==> src/rtl/gpu_loader.sv <==
// Host byte-stream loader for the shader core's external load port: parses command
// packets into one-cycle instruction/data RAM write pulses and owns the core run line.
module gpu_loader #(
    parameter int ADDRESS_WIDTH = 16,
    parameter int WORD_WIDTH    = 32
) (
    input  logic                     clock,
    input  logic                     reset_n,
    input  logic                     in_valid,
    input  logic [7:0]               in_data,
    output logic                     in_ready,
    output logic [ADDRESS_WIDTH-1:0] ext_write_address,
    output logic [WORD_WIDTH-1:0]    ext_write_data,
    output logic                     ext_enable_write_inst,
    output logic                     ext_enable_write_data,
    output logic                     run,
    output logic                     busy,
    output logic                     error
);

    localparam logic [7:0] CMD_WRITE_INST = 8'h01;
    localparam logic [7:0] CMD_WRITE_DATA = 8'h02;
    localparam logic [7:0] CMD_RUN        = 8'h03;
    localparam logic [7:0] CMD_STOP       = 8'h04;
    localparam logic [7:0] CMD_CLEAR      = 8'h05;

    typedef enum logic [2:0] {
        S_CMD,
        S_ADDR0,
        S_ADDR1,
        S_CNT0,
        S_CNT1,
        S_DATA,
        S_WRITE
    } state_t;

    state_t                     state;
    state_t                     state_next;
    logic                       fire;
    logic                       target_inst;
    logic [ADDRESS_WIDTH-1:0]   address;
    logic [15:0]                count;
    logic [1:0]                 byte_index;
    logic [WORD_WIDTH-1:0]      data_buf;

    assign fire = in_valid && in_ready;

    always_ff @(posedge clock) begin
        if (!reset_n) begin
            state <= S_CMD;
        end else begin
            state <= state_next;
        end
    end

    always_comb begin
        state_next = state;
        case (state)
            S_CMD: begin
                if (fire && (in_data == CMD_WRITE_INST || in_data == CMD_WRITE_DATA)) begin
                    state_next = S_ADDR0;
                end
            end
            S_ADDR0: if (fire) state_next = S_ADDR1;
            S_ADDR1: if (fire) state_next = S_CNT0;
            S_CNT0:  if (fire) state_next = S_CNT1;
            S_CNT1: begin
                if (fire) begin
                    state_next = ({in_data, count[7:0]} == 16'd0) ? S_CMD : S_DATA;
                end
            end
            S_DATA: begin
                if (fire && byte_index == 2'd3) begin
                    state_next = S_WRITE;
                end
            end
            S_WRITE: state_next = (count == 16'd1) ? S_CMD : S_DATA;
            default: state_next = S_CMD;
        endcase
    end

    // A write command parsed while the core runs still walks through S_WRITE, but pulses nothing.
    always_comb begin
        in_ready              = reset_n && (state != S_WRITE);
        busy                  = (state != S_CMD);
        ext_enable_write_inst = (state == S_WRITE) && !run && target_inst;
        ext_enable_write_data = (state == S_WRITE) && !run && !target_inst;
    end

    always_ff @(posedge clock) begin
        if (!reset_n) begin
            target_inst       <= 1'b0;
            address           <= '0;
            count             <= '0;
            byte_index        <= '0;
            data_buf          <= '0;
            ext_write_address <= '0;
            ext_write_data    <= '0;
            run               <= 1'b0;
            error             <= 1'b0;
        end else begin
            if (state == S_WRITE) begin
                address <= address + ADDRESS_WIDTH'(4);
                count   <= count - 16'd1;
            end
            if (fire) begin
                case (state)
                    S_CMD: begin
                        case (in_data)
                            CMD_WRITE_INST: target_inst <= 1'b1;
                            CMD_WRITE_DATA: target_inst <= 1'b0;
                            CMD_RUN:        run         <= 1'b1;
                            CMD_STOP:       run         <= 1'b0;
                            CMD_CLEAR:      error       <= 1'b0;
                            default:        error       <= 1'b1;
                        endcase
                    end
                    S_ADDR0: address <= ADDRESS_WIDTH'({8'h00, in_data});
                    S_ADDR1: address <= ADDRESS_WIDTH'({in_data, address[7:0]});
                    S_CNT0:  count   <= {8'h00, in_data};
                    S_CNT1: begin
                        count      <= {in_data, count[7:0]};
                        byte_index <= 2'd0;
                        if (run) error <= 1'b1;
                    end
                    S_DATA: begin
                        data_buf[{byte_index, 3'b000} +: 8] <= in_data;
                        byte_index <= byte_index + 2'd1;
                        // Outputs move only when a real write is about to be presented.
                        if (byte_index == 2'd3 && !run) begin
                            ext_write_data    <= WORD_WIDTH'({in_data, data_buf[23:0]});
                            ext_write_address <= address;
                        end
                    end
                    default: ;
                endcase
            end
        end
    end

endmodule

==> config.mk <==
export PLATFORM = sky130hd
export DESIGN_NAME = gpu_loader
export DESIGN_NICKNAME = d
export VERILOG_FILES = /design/src/rtl/gpu_loader.sv
export SDC_FILE = /design/constraint.sdc
export NUM_CORES = 1
export LEC_CHECK = 0
export CAP_MARGIN = 0
export CORE_UTILIZATION = 60
export CTS_CLUSTER_SIZE = 25
export DETAILED_ROUTE_END_ITERATION = 12
export GPL_ROUTABILITY_DRIVEN = 0
export PLACE_DENSITY = 0.93
export SYNTH_ARGS = -nofsm -noshare
export SYNTH_HDL_FRONTEND = slang
export SYNTH_SLANG_ARGS = --single-unit
export TNS_END_PERCENT = 30
==> constraint.sdc <==
create_clock -name clock -period 4.3 [get_ports clock]
set_input_delay 0.645 -clock clock [delete_from_list [all_inputs] [get_ports clock]]
set_output_delay 0.645 -clock clock [all_outputs]
set_load 0.02 [all_outputs]
==> impl_metrics.env, run 1 <==
export IMPL_startpoint_type="flip-flop"
export IMPL_cp_top_family="flip-flops"
export IMPL_synth_async_reset_ratio_pct=0
export IMPL_cts_root_buf="clkbuf_8"
export IMPL_clk_latency_ps=380
export IMPL_drt_iter0_drc=320
export IMPL_cellPowerDensity_mw_per_mm2=286
export IMPL_start_util_pct=62.5
export IMPL_slew_violations=0
export IMPL_htree_levels=3
export IMPL_wl_mm=12.2
export IMPL_firstDrtPassIters=5
export IMPL_crit_type="reg -> out"
export IMPL_seq_area_frac_synth_pct=43.4
export IMPL_cp_required_ps=3650
export IMPL_worstMarginPinSlew_ps=939
export IMPL_crit_path_max_incr_delay_ps=710
export IMPL_clock_skew_ps=19.1
export IMPL_clock_path_buffers=2
export IMPL_netlist_instances=617
export IMPL_utilization_pct=71.0
export IMPL_grt_use_total_pct=28.0
export IMPL_min_period_ps=3030
export IMPL_r2r_slack_ps=1550
export IMPL_cap_viol_max_count=0
export IMPL_tritoncts="built"
export IMPL_antenna_cells=0
export IMPL_drt_antenna_violating_nets=0
export IMPL_ys_flop_type="dfxtp_1"
export IMPL_setup_viol=0
export IMPL_wl_per_cell_microns=16.1
export IMPL_overflow=0
export IMPL_post_synth_num_cell_types=57
export IMPL_clk_pin_slew_worst_paths_ps=100
export IMPL_die_h_microns=94.8
export IMPL_dp_hpwl_mm=8.16
export IMPL_ys_warn_count=0
export IMPL_clock_sinks=112
export IMPL_hold_viol_final=0
export IMPL_die_w_microns=94.8
export IMPL_setup_tns_ps=0
export IMPL_min_period_over_period_pct=70.6
export IMPL_grt_pass1_vias=4184
export IMPL_drc_errors=0
export IMPL_hold_buffers=0
export IMPL_drive_gt1_share_pct=3.97
export IMPL_fmax_mhz=330
export IMPL_crit_slowest_cell="dfxtp_1"
export IMPL_ys_seq_elements=112
export IMPL_rsz0062_at_grt="no"
export IMPL_grt_max_degree=57
export IMPL_fillers=652
export IMPL_die_area_sq_mm=0.00898
export IMPL_worstPathBufferInverterCount=1
export IMPL_synth_fp_nets=636
export IMPL_cp_end_kind="output port"
export IMPL_p_leak_nw=1.92
export IMPL_hold_class="reg -> reg"
export IMPL_core_area_sq_mm=0.00826
export IMPL_ir_drop_mv=0.161
export IMPL_cp_cell_sequence="nand3b_1, nor3b_1, clkdlybuf4s50_1"
export IMPL_dr_total_vias=4551
export IMPL_syn_avg_cell_area_sq_um=8.37
export IMPL_grt_pass1_wl_mm=19.8
export IMPL_relSlewSlack_pct=36.9
export IMPL_synthesis_area_sq_mm=0.00516
export IMPL_post_cts_resized=0
export IMPL_portBuffers=64
export IMPL_critPathArrivalTime_ps=2390
export IMPL_synth_edf_count=0
export IMPL_antenna_found_initial=0
export IMPL_dp_cells=745
export IMPL_stdcell_count=760
export IMPL_outcome="complete, no violations"
export IMPL_cts_setup_buffers=0
export IMPL_cts_buffers=9
export IMPL_placementRows=33
export IMPL_viasPerCell=5.99
export IMPL_path_max_fanout=19
export IMPL_synthToLayoutAreaGrowth_pct=13.6
export IMPL_boundaryPins=65
export IMPL_final_nets=670
-- layout by cell type, fill, tap and decap left out, types with 2 or more instances in the layout --
cell type	Yosys	layout
nor2b_1	5	5
o211a_1	2	2
xor2_1	14	14
a21boi_0	77	77
o211ai_1	4	4
dfxtp_1	112	112
or3_1	3	3
nor3_1	10	10
inv_1	6	6
clkdlybuf4s50_1	0	63
nor2_1	17	17
a21boi_1	3	3
ha_1	8	8
o221ai_1	2	2
xnor2_1	8	8
nand4_1	9	9
and3_1	8	8
nand2_1	159	159
o21ai_0	26	26
a21oi_1	13	13
and4_1	3	3
nor4_1	3	3
a211oi_1	2	2
clkbuf_8	4	9
nand3_1	36	36
nand3b_1	2	2
a31oi_1	4	4
nor3b_1	8	8
nand4b_1	3	3
a21o_1	2	2
clkinv_4	0	3
and3b_1	2	2
buf_4	3	3
-- area by class of cell --
class                   count  area, sq um  area share, %
clock buffers              10          128           2.18
clock inverters             5         42.5          0.725
inverters                   6         22.5          0.384
multi-input cells         454         2620           44.7
flip-flops and latches    112         2240           38.2
well taps                 105          131           2.24
repair buffers             68          678           11.6
-- per-stage QoR --
stage                     setup WS, ps  instance area (sq um)  power (W)  hold WS [ps]
final                             1270                   5860    0.00168           459
after global routing              1140                   5860    0.00173           490
after CTS                         1290                   5860    0.00168           460
after detailed placement          1000                   5690    0.00113           446
after global placement            1180                   5690    0.00113           442
after floorplan                   2250                   5160    0.00111           431
-- cell families (layout without fill, tap and decap cells) --
group | count (synthesis) | after routing | share of synthesized area (%)
and+or+nand+nor | 278 | 278 | 25.5
buffers and inverters | 51 | 89 | 5.82
AOI/OAI and AO/OA | 146 | 146 | 19.6
DFF | 112 | 112 | 43.4
xor gates and xnor gates | 22 | 22 | 3.73
adders and majority gates | 8 | 8 | 1.94
-- Yosys cell counts (4+ instances only) --
master | number | area share [%]
a31oi_1 | 4 | 0.48
xor2_1 | 14 | 2.4
nand2_1 | 159 | 12
a21oi_1 | 13 | 1.3
buf_2 | 8 | 0.78
xnor2_1 | 8 | 1.4
buf_6 | 6 | 1.3
o21ai_0 | 26 | 2.5
inv_1 | 6 | 0.44
clkbuf_1 | 20 | 1.5
dfxtp_1 | 112 | 43
nor2b_1 | 5 | 0.61
ha_1 | 8 | 1.9
nor3b_1 | 8 | 1.2
nand4_1 | 9 | 1.1
a21boi_0 | 77 | 11
and3_1 | 8 | 0.97
nand3_1 | 36 | 3.5
o211ai_1 | 4 | 0.58
nor2_1 | 17 | 1.2
nor3_1 | 10 | 0.97
clkbuf_8 | 4 | 1.1
-- worst reg2reg max path, delay by kind of cell, from the launching register on --
kind,cells,cell delay [ps]
compound gates,1,80
simple gates,4,1320
flops,1,760
buf+inv,1,490
-- flip-flops by register name, indices dropped and copies added, names as in the netlist --
| register | flops |
|---|---|
| address | 16 |
| byte_index | 2 |
| count | 16 |
| data_buf | 24 |
| error | 1 |
| ext_write_address | 16 |
| ext_write_data | 32 |
| run | 1 |
| state | 3 |
| target_inst | 1 |
-- power by group --
group | total [W] | switching, W | internal (W)
Clock | 0.000570 | 0.000357 | 0.000213
Sequential | 0.00104 | 0.00000112 | 0.00104
Combinational | 0.0000710 | 0.0000443 | 0.0000267
-- worst paths after layout --
| path | from | endpoint | cells past startpoint |
|---|---|---|---|
| setup / recovery | state[2] | ext_enable_write_inst | 3 |
| hold / removal | data_buf[3] | ext_write_data[3] | 2 |
| setup reg to reg | state[0] | ext_write_data[25] | 6 |
| hold reg to reg | data_buf[3] | ext_write_data[3] | 2 |
-- routing by layer --
layer | share of wire, % | vias to the layer above | track usage (%)
li1 | - | 2181 | -
met1 | 43 | 2145 | 36.1
met2 | 48 | 189 | 46.4
met3 | 6.2 | 36 | 3.78
met4 | 2.6 | 0 | 12.6
met5 | 0 | - | 0
No activity file was read; power rests on OpenSTA's default activity.
==> run 2, diff against run 1 <==
- CORE_UTILIZATION: 60 -> 50
- PLACE_DENSITY: 0.93 -> 0.84
- clock period: 4.3 -> 2.5 ns (I/O delays scaled with it)
==> run 2 against run 1 <==
Compared with the run above: final area increased by 4.1%; via count is 1.5% higher; core utilization is 9.4 points lower; clock power is 77% higher; worst hold slack got worse by 95 ps; flip-flop and latch count unchanged; clock skew shrank 3.4 ps; clock-buffer cell count is 1 lower; largest cell class unchanged; highest routed layer unchanged; die area rose by 20%; routed wire length rose by 2.1%.
==> impl_metrics.env, run 2 (synthesis gave the netlist of run 1 again) <==
export IMPL_dp_cells=797
export IMPL_portBuffers=64
export IMPL_hold_buffers=0
export IMPL_setup_viol=0
export IMPL_wl_per_cell_microns=15.4
export IMPL_drive_gt1_share_pct=7.65
export IMPL_layout_commonest_cell="nand2_1"
export IMPL_dp_hpwl_mm=8.55
export IMPL_fillers=831
export IMPL_start_util_pct=52.1
export IMPL_cap_viol_max_count=0
export IMPL_p_int_w=0.00222
export IMPL_hold_viol_final=0
export IMPL_relSlewSlack_pct=61.6
export IMPL_post_cts_resized=0
export IMPL_antenna_found_initial=0
export IMPL_startpoint_type="flip-flop"
export IMPL_cp_top_family="buffers and inverters"
export IMPL_final_nets=695
export IMPL_overflow=0
export IMPL_p_leak_nw=2.06
export IMPL_antenna_cells=0
export IMPL_drc_errors=0
export IMPL_clk_latency_ps=370
export IMPL_drt_antenna_violating_nets=0
export IMPL_fin_ws_ps=222
export IMPL_die_w_microns=104
export IMPL_hold_slack_ps=363
export IMPL_crit_type="reg -> out"
export IMPL_grt_use_total_pct=23.6
export IMPL_boundaryPins=65
export IMPL_multiInputGateArea_sq_mm=0.00262
export IMPL_worstMarginPinSlew_ps=576
export IMPL_firstDrtPassIters=5
export IMPL_placementRows=36
export IMPL_wl_mm=12.5
export IMPL_grt_pass1_vias=4315
export IMPL_ir_drop_mv=0.271
export IMPL_rsz0062_at_grt="no"
export IMPL_crit_slowest_cell="clkdlybuf4s50_1"
export IMPL_cts_buffers=9
export IMPL_drt_iter0_drc=217
export IMPL_outcome="complete, no violations"
export IMPL_p_seq_share_pct=60.9
export IMPL_cp_required_ps=2120
export IMPL_worstPathBufferInverterCount=1
export IMPL_largest_reg_flops=32
export IMPL_cts_root_buf="clkbuf_8"
export IMPL_finalPower_w=0.00293
export IMPL_cp_end_kind="output port"
export IMPL_min_period_ps=2280
export IMPL_die_h_microns=104
export IMPL_dr_total_vias=4619
export IMPL_hold_class="in -> reg"
export IMPL_viasPerCell=5.68
export IMPL_top_regs="ext_write_data (32), data_buf (24)"
export IMPL_p_sw_share_pct=24.3
export IMPL_clock_sinks=112
export IMPL_path_max_fanout=9
export IMPL_slew_violations=0
export IMPL_core_area_sq_mm=0.00991
export IMPL_grt_pass1_wl_mm=20.9
export IMPL_critPathArrivalTime_ps=1900
export IMPL_clock_skew_ps=15.7
export IMPL_p_switching_w=0.000713
export IMPL_setup_tns_ps=0
export IMPL_die_area_sq_mm=0.0107
export IMPL_cellPowerDensity_mw_per_mm2=480
export IMPL_ff_latch_area_sq_mm=0.00224
export IMPL_fmax_mhz=439
export IMPL_stdcell_count=813
export IMPL_tritoncts="built"
export IMPL_clk_pin_slew_worst_paths_ps=100
export IMPL_grt_max_degree=51
export IMPL_synthToLayoutAreaGrowth_pct=18.3
export IMPL_cp_cell_sequence="nand3b_1, nor3b_1, clkdlybuf4s50_1"
export IMPL_final_cell_mix="nand2_1 (159), dfxtp_1 (112), a21boi_0 (77)"
export IMPL_clock_path_buffers=2
export IMPL_dp_slack_ps=278
export IMPL_power_frac_clock_pct=34.3
export IMPL_min_period_over_period_pct=91.1
export IMPL_crit_path_max_incr_delay_ps=630
export IMPL_pwr_share_comb_pct=4.8
export IMPL_cts_setup_buffers=0
export IMPL_max_flop_register="ext_write_data"
export IMPL_htree_levels=3
-- run 2: path summary, 6_finish.rpt --
| path | start | end | slack, ps | cells after the start |
|---|---|---|---|---|
| worst max-delay path | state[0] | ext_enable_write_inst | 220 | 3 |
| worst min register to register | ext_write_data[0] | ext_write_data[0] | 470 | 2 |
| worst min-delay path | reset_n | state[2] | 360 | 2 |
| worst max register to register | state[2] | count[15] | 480 | 5 |
-- run 2: layout make-up --
cell class	instances	share of cell area (%)
multi-input combinational	454	42.9
sequential	112	36.7
timing repair buffer	93	14.4
tap	133	2.73
clock buffer	9	2.03
clock inverter	6	0.840
inverter	6	0.369
-- run 2: power groups by stage --
stage / Sequential (W) / Clock (W) / Combinational [W]
5_1_grt: 0.00179 / 0.00109 / 0.000148
6_report: 0.00179 / 0.00101 / 0.000142
3_3_place_gp: 0.00183 / 0 / 0.000136
2_1_floorplan: 0.00183 / 0 / 0.0000817
3_5_place_dp: 0.00183 / 0 / 0.000138
4_1_cts: 0.00179 / 0.00102 / 0.000138
-- run 2: per-layer routing --
layer,wire length [microns],vias to the layer above,global-route usage (%)
met5,0,-,0
met4,302,0,11.1
met3,757,22,3.08
met2,5870,169,39.1
met1,5550,2194,30.6
li1,-,2234,-
-- run 2: through the flow --
stage	area [sq um]	util [%]
after floorplan	5160	-
after global placement	5920	59.8
after detailed placement	5920	59.8
after CTS	6100	61.5
after global routing	6100	61.6
final	6100	61.6
==> run 3, diff against run 2 <==
- CORE_MARGIN: default -> 3
==> run 3 against run 2 <==
Compared with the run above: die area up 7.9%; combinational power is essentially flat; worst setup slack lost 54 ps; sequential share of layout area up 0.11 points; first-iteration DRC count rose by 52%; largest power group unchanged; critical path type unchanged; global-route usage decreased by 1.5 points; via count fell by 0.41%; power shrank 1.1%; final area fell by 0.31%; largest cell class unchanged; core utilization down 0.19 points; flip-flop and latch count is the same; clock skew decreased by 5.9 ps.
==> impl_metrics.env, run 3 (synthesis gave the netlist of run 1 again) <==
export IMPL_setup_tns_ps=0
export IMPL_top_regs="ext_write_data (32), data_buf (24)"
export IMPL_tritoncts="built"
export IMPL_clock_path_buffers=2
export IMPL_relSlewSlack_pct=63.9
export IMPL_grt_max_degree=49
export IMPL_core_area_sq_mm=0.00991
export IMPL_cap_viol_max_count=0
export IMPL_fmax_mhz=429
export IMPL_die_h_microns=108
export IMPL_p_sw_share_pct=23.9
export IMPL_clock_sinks=112
export IMPL_wl_met1_mm=5.39
export IMPL_final_cell_mix="nand2_1 (159), dfxtp_1 (112), a21boi_0 (77)"
export IMPL_boundaryPins=65
export IMPL_layout_commonest_cell="nand2_1"
export IMPL_crit_type="reg -> out"
export IMPL_htree_levels=3
export IMPL_cp_end_kind="output port"
export IMPL_grt_pass1_vias=4407
export IMPL_outcome="complete, no violations"
export IMPL_setup_viol=0
export IMPL_p_leak_nw=2.05
export IMPL_wl_met3_microns=905
export IMPL_wl_met2_mm=5.84
export IMPL_cp_required_ps=2120
export IMPL_min_period_over_period_pct=93.3
export IMPL_highest_layer="met4"
export IMPL_drt_antenna_violating_nets=0
export IMPL_power_frac_clock_pct=33.6
export IMPL_hold_class="in -> reg"
export IMPL_rsz0062_at_grt="no"
export IMPL_antenna_cells=0
export IMPL_portBuffers=64
export IMPL_overflow=0
export IMPL_wl_per_cell_microns=15.4
export IMPL_hold_viol_final=0
export IMPL_drive_gt1_share_pct=7.65
export IMPL_min_period_ps=2330
export IMPL_pwr_share_comb_pct=4.8
export IMPL_start_util_pct=52.1
export IMPL_placementRows=36
export IMPL_grt_use_total_pct=22.2
export IMPL_worstMarginPinSlew_ps=538
export IMPL_slew_violations=0
export IMPL_drc_errors=0
export IMPL_clk_pin_slew_worst_paths_ps=100
export IMPL_stdcell_count=813
export IMPL_synthToLayoutAreaGrowth_pct=17.9
export IMPL_drt_iter0_drc=330
export IMPL_fin_area_sq_mm=0.00609
export IMPL_dp_cells=797
export IMPL_grt_pass1_wl_mm=20.8
export IMPL_firstDrtPassIters=5
export IMPL_die_w_microns=108
export IMPL_p_switching_w=0.000693
export IMPL_final_nets=695
export IMPL_ir_drop_mv=0.342
export IMPL_die_area_sq_mm=0.0116
export IMPL_cellPowerDensity_mw_per_mm2=477
export IMPL_clock_skew_ps=9.89
export IMPL_placed_area_sq_mm=0.00591
export IMPL_p_int_w=0.00221
export IMPL_dr_total_vias=4600
export IMPL_dp_hpwl_mm=8.69
export IMPL_post_cts_resized=0
export IMPL_p_seq_share_pct=61.6
export IMPL_critPathArrivalTime_ps=1960
export IMPL_cts_buffers=9
export IMPL_wl_mm=12.5
export IMPL_viasPerCell=5.66
export IMPL_antenna_found_initial=0
export IMPL_cts_root_buf="clkbuf_8"
export IMPL_max_flop_register="ext_write_data"
export IMPL_path_max_fanout=9
export IMPL_startpoint_type="flip-flop"
export IMPL_largest_reg_flops=32
export IMPL_clk_latency_ps=370
[run 3: power by group through the flow]
stage | Combinational, W | Sequential (W) | Clock (W)
final | 0.000141 | 0.00179 | 0.000974
after floorplan | 0.0000817 | 0.00183 | 0
after CTS | 0.000137 | 0.00179 | 0.000991
after global routing | 0.000148 | 0.00179 | 0.00105
after detailed placement | 0.000136 | 0.00183 | 0
after global placement | 0.000135 | 0.00183 | 0
[run 3: area by class of cell]
cell class                 count  area, sq um
multi-input combinational    454         2620
sequential                   112         2240
timing repair buffer          93          866
inverter                       6         22.5
clock buffer                   9          124
clock inverter                 6         45.0
fill                         829         3820
tap                          133          166
[run 3: timing repair]
action / 4_1_cts / 5_1_grt
setup buffers: 0 / 1
hold endpoints to repair: 0 / 0
endpoints found under the setup margin: 0 / 2
hold buffers: 0 / 0
[run 3: through the flow]
| step | util, % | hold slack [ps] | setup WS (ps) | power (W) |
|---|---|---|---|---|
| final | 61.4 | 356 | 168 | 0.00290 |
| after detailed placement | 59.6 | 452 | 284 | 0.00196 |
| after global placement | 59.6 | 441 | 339 | 0.00196 |
| after global routing | 61.4 | 356 | 58.3 | 0.00299 |
| after CTS | 61.3 | 344 | 53.2 | 0.00291 |
| after floorplan | - | 431 | 716 | 0.00191 |
[run 3: path summary, 6_finish.rpt]
check / endpoint / cells past startpoint / startpoint / slack [ps]
worst max-delay path: ext_enable_write_inst / 3 / state[2] / 170
worst max register to register: count[14] / 6 / state[2] / 340
worst min-delay path: state[2] / 2 / reset_n / 360
worst min register to register: ext_write_data[3] / 2 / data_buf[3] / 460
[run 3: worst max-delay path: stages (launching register included)]
cell             delay [ps]
dfxtp_1                 490
nand3b_1                230
nor3b_1                 240
clkdlybuf4s50_1         630
[run 3: layer usage]
layer  track usage (%)  vias to the layer above
met3              3.96                       31
met4              9.65                        0
met5                 0                        -
li1                  -                     2227
met2              36.0                      190
met1              28.9                     2152
